$ cat config.mk
export PLATFORM = sky130hd
export DESIGN_NAME = pc_unit
export DESIGN_NICKNAME = d
export VERILOG_FILES = /design/src/rtl/pc_unit.sv
export SDC_FILE = /design/constraint.sdc
export NUM_CORES = 1
export LEC_CHECK = 0
export CAP_MARGIN = 5
export CELL_PAD_IN_SITES_DETAIL_PLACEMENT = 2
export CELL_PAD_IN_SITES_GLOBAL_PLACEMENT = 2
export CORE_ASPECT_RATIO = 0.75
export CORE_MARGIN = 3
export CORE_UTILIZATION = 27
export CTS_BUF_LIST = sky130_fd_sc_hd__clkbuf_8
export CTS_CLUSTER_SIZE = 28
export DETAILED_ROUTE_END_ITERATION = 6
export PLACE_DENSITY_LB_ADDON = 0.12
export SLEW_MARGIN = 20
export SYNTH_ARGS = -nofsm -noshare
export SYNTH_HDL_FRONTEND = slang
export SYNTH_SLANG_ARGS = --single-unit
$ cat constraint.sdc
create_clock -name clk -period 3.45 [get_ports clk]
set_clock_uncertainty 0.2 [all_clocks]
set_input_delay 0.69 -clock clk [delete_from_list [all_inputs] [get_ports clk]]
set_output_delay 0.69 -clock clk [all_outputs]
set_load 0.01 [all_outputs]
$ cat src/rtl/pc_unit.sv
// pc_unit: program counter with PC+4/branch/JALR select, misaligned-target trap,
// and an optional circular return-address stack built when PC_UNIT_RAS_EN is defined.
module pc_unit #(
  parameter int WIDTH = 32,
  parameter logic [WIDTH-1:0] RESET_VEC = '0,
  parameter logic [WIDTH-1:0] TRAP_VEC = WIDTH'(32'h0000_0100),
  parameter int RAS_DEPTH = 4
) (
  input  logic             clk,
  input  logic             rst,
  input  logic             stall,
  input  logic [1:0]       pc_src,
  input  logic [WIDTH-1:0] imm_op,
  input  logic [WIDTH-1:0] rs1_val,
  input  logic             is_call,
  input  logic             is_ret,
  output logic [WIDTH-1:0] pc_out,
  output logic [WIDTH-1:0] pc_plus4,
  output logic             trap,
  output logic [WIDTH-1:0] trap_pc,
  output logic [WIDTH-1:0] ras_top,
  output logic             ras_valid
);
  logic [WIDTH-1:0] cand;
  logic mis;
  assign pc_plus4 = pc_out + WIDTH'(4);
  always_comb begin
    cand = pc_src == 2'b01 ? pc_out + imm_op :
           pc_src == 2'b10 ? (rs1_val + imm_op) & ~WIDTH'(1) : pc_plus4;
    mis = cand[1];
  end
  always_ff @(posedge clk) begin
    if (!rst) begin
      pc_out <= RESET_VEC;
      trap <= 1'b0;
      trap_pc <= '0;
    end else begin
      trap <= !stall && mis;
      if (!stall) pc_out <= mis ? TRAP_VEC : cand;
      if (!stall && mis) trap_pc <= pc_out;
    end
  end
`ifdef PC_UNIT_RAS_EN
  localparam int AW = $clog2(RAS_DEPTH);
  localparam logic [AW:0] FULL = (AW+1)'(RAS_DEPTH);
  logic [WIDTH-1:0] stk [RAS_DEPTH];
  logic [AW-1:0] sp, tp;
  logic [AW:0] cnt;
  logic push, pop, empty;
  assign tp = sp - AW'(1);
  assign empty = cnt == '0;
  assign push = !stall && is_call;
  assign pop = !stall && is_ret && !empty;
  // sp is the next free slot; wrapping it on a full push overwrites the oldest entry
  always_ff @(posedge clk) begin
    if (!rst) begin
      sp <= '0;
      cnt <= '0;
    end else if (push && pop) begin
      stk[tp] <= pc_plus4;
    end else if (push) begin
      stk[sp] <= pc_plus4;
      sp <= sp + AW'(1);
      cnt <= cnt == FULL ? cnt : cnt + (AW+1)'(1);
    end else if (pop) begin
      sp <= tp;
      cnt <= cnt - (AW+1)'(1);
    end
  end
  assign ras_valid = !empty;
  assign ras_top = empty ? '0 : stk[tp];
`else
  logic unused_ras;
  assign unused_ras = is_call ^ is_ret;
  assign ras_valid = 1'b0;
  assign ras_top = '0;
`endif
endmodule
==> flow_summary.yaml <==
detailed_routing:
  route.detailed.drc: 12
  viasPerCell: 5.26
  totalWireLength_um: 36000
  drtIter0Drc: 574
  wl_per_cell_um: 22.1
  ant_nets: 0
  vias: 8549
  drtPass1Iterations: 7
power_and_ir_drop:
  power_mw: 3.03
  p_leak_nw: 4.88
  powerDensity_nw_per_um2: 278
  ir_drop_v: 0.000168
clocking:
  cts_htree_levels: 3
  cts_sinks: 63
  cts_root_buf: "clkbuf_8"
  clk_pin_slew_worst_paths_ns: 0.08
  cts_made_buffers: 9
  cts_tree: "yes"
  clk_latency_ns: 0.38
  clock_path_buffers: 2
synth:
  avgSynthCellArea_um2: 7.36
  yosys.area.top_type: "dfxtp_1"
  synthCells: 934
  yosys-top-cells-area: "dfxtp_1 18%, ha_1 12%, nand2_1 7.6%"
  async_flop_share_pct: 0
  synth.top_cell.area_share_pct: 18.3
  ys.flop_type: "dfxtp_1"
  yosysMostFrequentCell: "nand2_1"
  synth_edf_count: 0
  synth_seq_cells: 63
  seq_area_frac_synth_pct: 18.3
  synthDistinctLibCells: 85
  ys_top_cells_by_count: "140 x nand2_1, 97 x a21oi_1, 71 x nor2_1"
  syn_area_um2: 6880
  synth_warnings: 0
critical_path:
  critPathKind: "primary input to register"
  path_max_fanout: 4
  critPathLaunchType: "primary input"
  crit_required_ns: 3.51
  critPathTopFamily: "buffers and inverters"
  cp_num_buf_inv: 4
  cpMostUsedCell: "buf_4"
  worstSetupEndpointType: "register"
  crit_path_top_delay_cell: "clkdlybuf4s50_1"
  crit_start: "imm_op[7]"
  slowest_delay_ns: 0.45
  rr_startpoint: "pc_out[7]"
  cp.arrival_ns: 3.47
  cp_cell_sequence: "clkdlybuf4s50_1 -> ha_1 -> or3_1 -> nor3_2 -> o31ai_4 -> buf_6 -> buf_4 -> buf_4 -> a21boi_0 -> xor2_1 -> a211oi_1 -> a21oi_1 -> o21ai_1"
placed_design:
  gp_congestion: 0.906
  hpwlAfterDp_um: 29400
  portBuffers: 162
cells_and_area:
  syn_to_final_growth_pct: 58.0
  layout.nets: 1426
  n_antenna_cell: 0
  drive_gt1_share_pct: 25.2
  n_fill_cell: 2849
min_path:
  hp-class: "register to register"
  worst_hold_startpoint: "trap_pc[30]"
global_route:
  grt_pass1_vias: 8832
  grt_max_degree: 46
  grt_use_total_pct: 25.2
  antenna_found_initial: 0
  grt_first_pass_wirelength_um: 53200
  overflow: 0
floorplan:
  ios: 201
  design.die.area_um2: 27400
  initial_core_util_pct: 28.0
  die_height_um: 144
  std_cell_rows: 49
  coreArea_um2: 24500
  dieWidth_um: 190
timing:
  fin_crit_sh_pct: 98.9
  finalHoldViolations: 0
  min_period_ns: 3.41
  slew_viol_final: 0
  fmax_mhz: 293
  setup_viol: 0
  tightest_slew_ns: 0.526
  holdWs_ns: 0.258
  slew_headroom_pct: 64.7
  fin_setup_tns_ns: 0
  rsz0062_at_grt: "true"
job:
  cap_violations: 0
status:
  violations: "DRC"
  outcome: "complete, but fails checks"
## layer usage
metal	track usage (%)	wire length [um]	vias up
met5	0	0	-
met3	3.03	1980	26
li1	-	-	4029
met4	4.28	395	0
met2	37.8	15100	245
met1	38.7	18500	4249
## final timing paths
kind                      end  slack [ns]  cells past startpoint
setup / recovery   pc_out[12]        0.04                     13
hold / removal    trap_pc[30]        0.26                      2
setup reg to reg   pc_out[15]        0.07                     18
hold reg to reg   trap_pc[30]        0.26                      2
## sequential cells by signal (all words and copies together), names as in the netlist
signal	cells
pc_out	31
trap	1
trap_pc	31
## per-stage QoR
step                area [um2]  instances  util, %  setup WS, ns
floorplan                 7010        969        -         0.373
global placement         10200       1591     41.6        -0.447
detailed placement       10200       1591     41.6        -0.580
CTS                      10600       1622     43.2       -0.0714
global route             10900       1626     44.3        -0.102
finish                   10900       1626     44.3        0.0388
## placed cells by master, fill, tap and decap left out, drive strengths merged, types with 16 or more instances in the layout
cell type        n
nand2          141
xor2            27
nand3           25
buf            231
a21oi           99
inv             19
clkdlybuf4s50  146
nand4           19
o21ai           48
conb            36
ha              64
dfxtp           63
a21o            29
nor3            16
xnor2           45
nor2            71
## worst min-delay path, cell delays in order, from the launching register on
cell	delay (ns)
dfxtp_1	0.31
nand2_1	0.05
a21oi_1	0.05
## timing repair
| action | CTS | global route |
|---|---|---|
| setup buffers | 15 | 4 |
| hold buffers | 0 | 0 |
| pin swaps | 9 | 14 |
| endpoints found under the setup margin | 32 | 31 |
| gates resized for setup | 31 | 57 |
## power breakdown
part,leakage [nW],internal (mW),switching (mW)
clock,0.0895,0.276,0.339
combinational,4.28,0.749,0.861
sequential,0.514,0.757,0.0450
## cells by family after synthesis
kind of cell | share of synthesized area (%)
fa+ha+maj | 11.9
other cells | 0.0545
mux | 1.18
xor+xnor | 9.17
buf+inv | 7.62
simple gates | 24.1
flops | 18.3
compound gates | 27.6
## final cells by class
class / instances / area (um2) / area share, %
multi-input combinational: 805 / 5550 / 51.0
timing repair buffer: 393 / 3390 / 31.2
sequential: 63 / 1270 / 11.7
tap: 331 / 414 / 3.81
clock buffer: 10 / 138 / 1.27
inverter: 18 / 67.6 / 0.622
clock inverter: 6 / 37.5 / 0.345
Power figures use the tool's default switching activity.
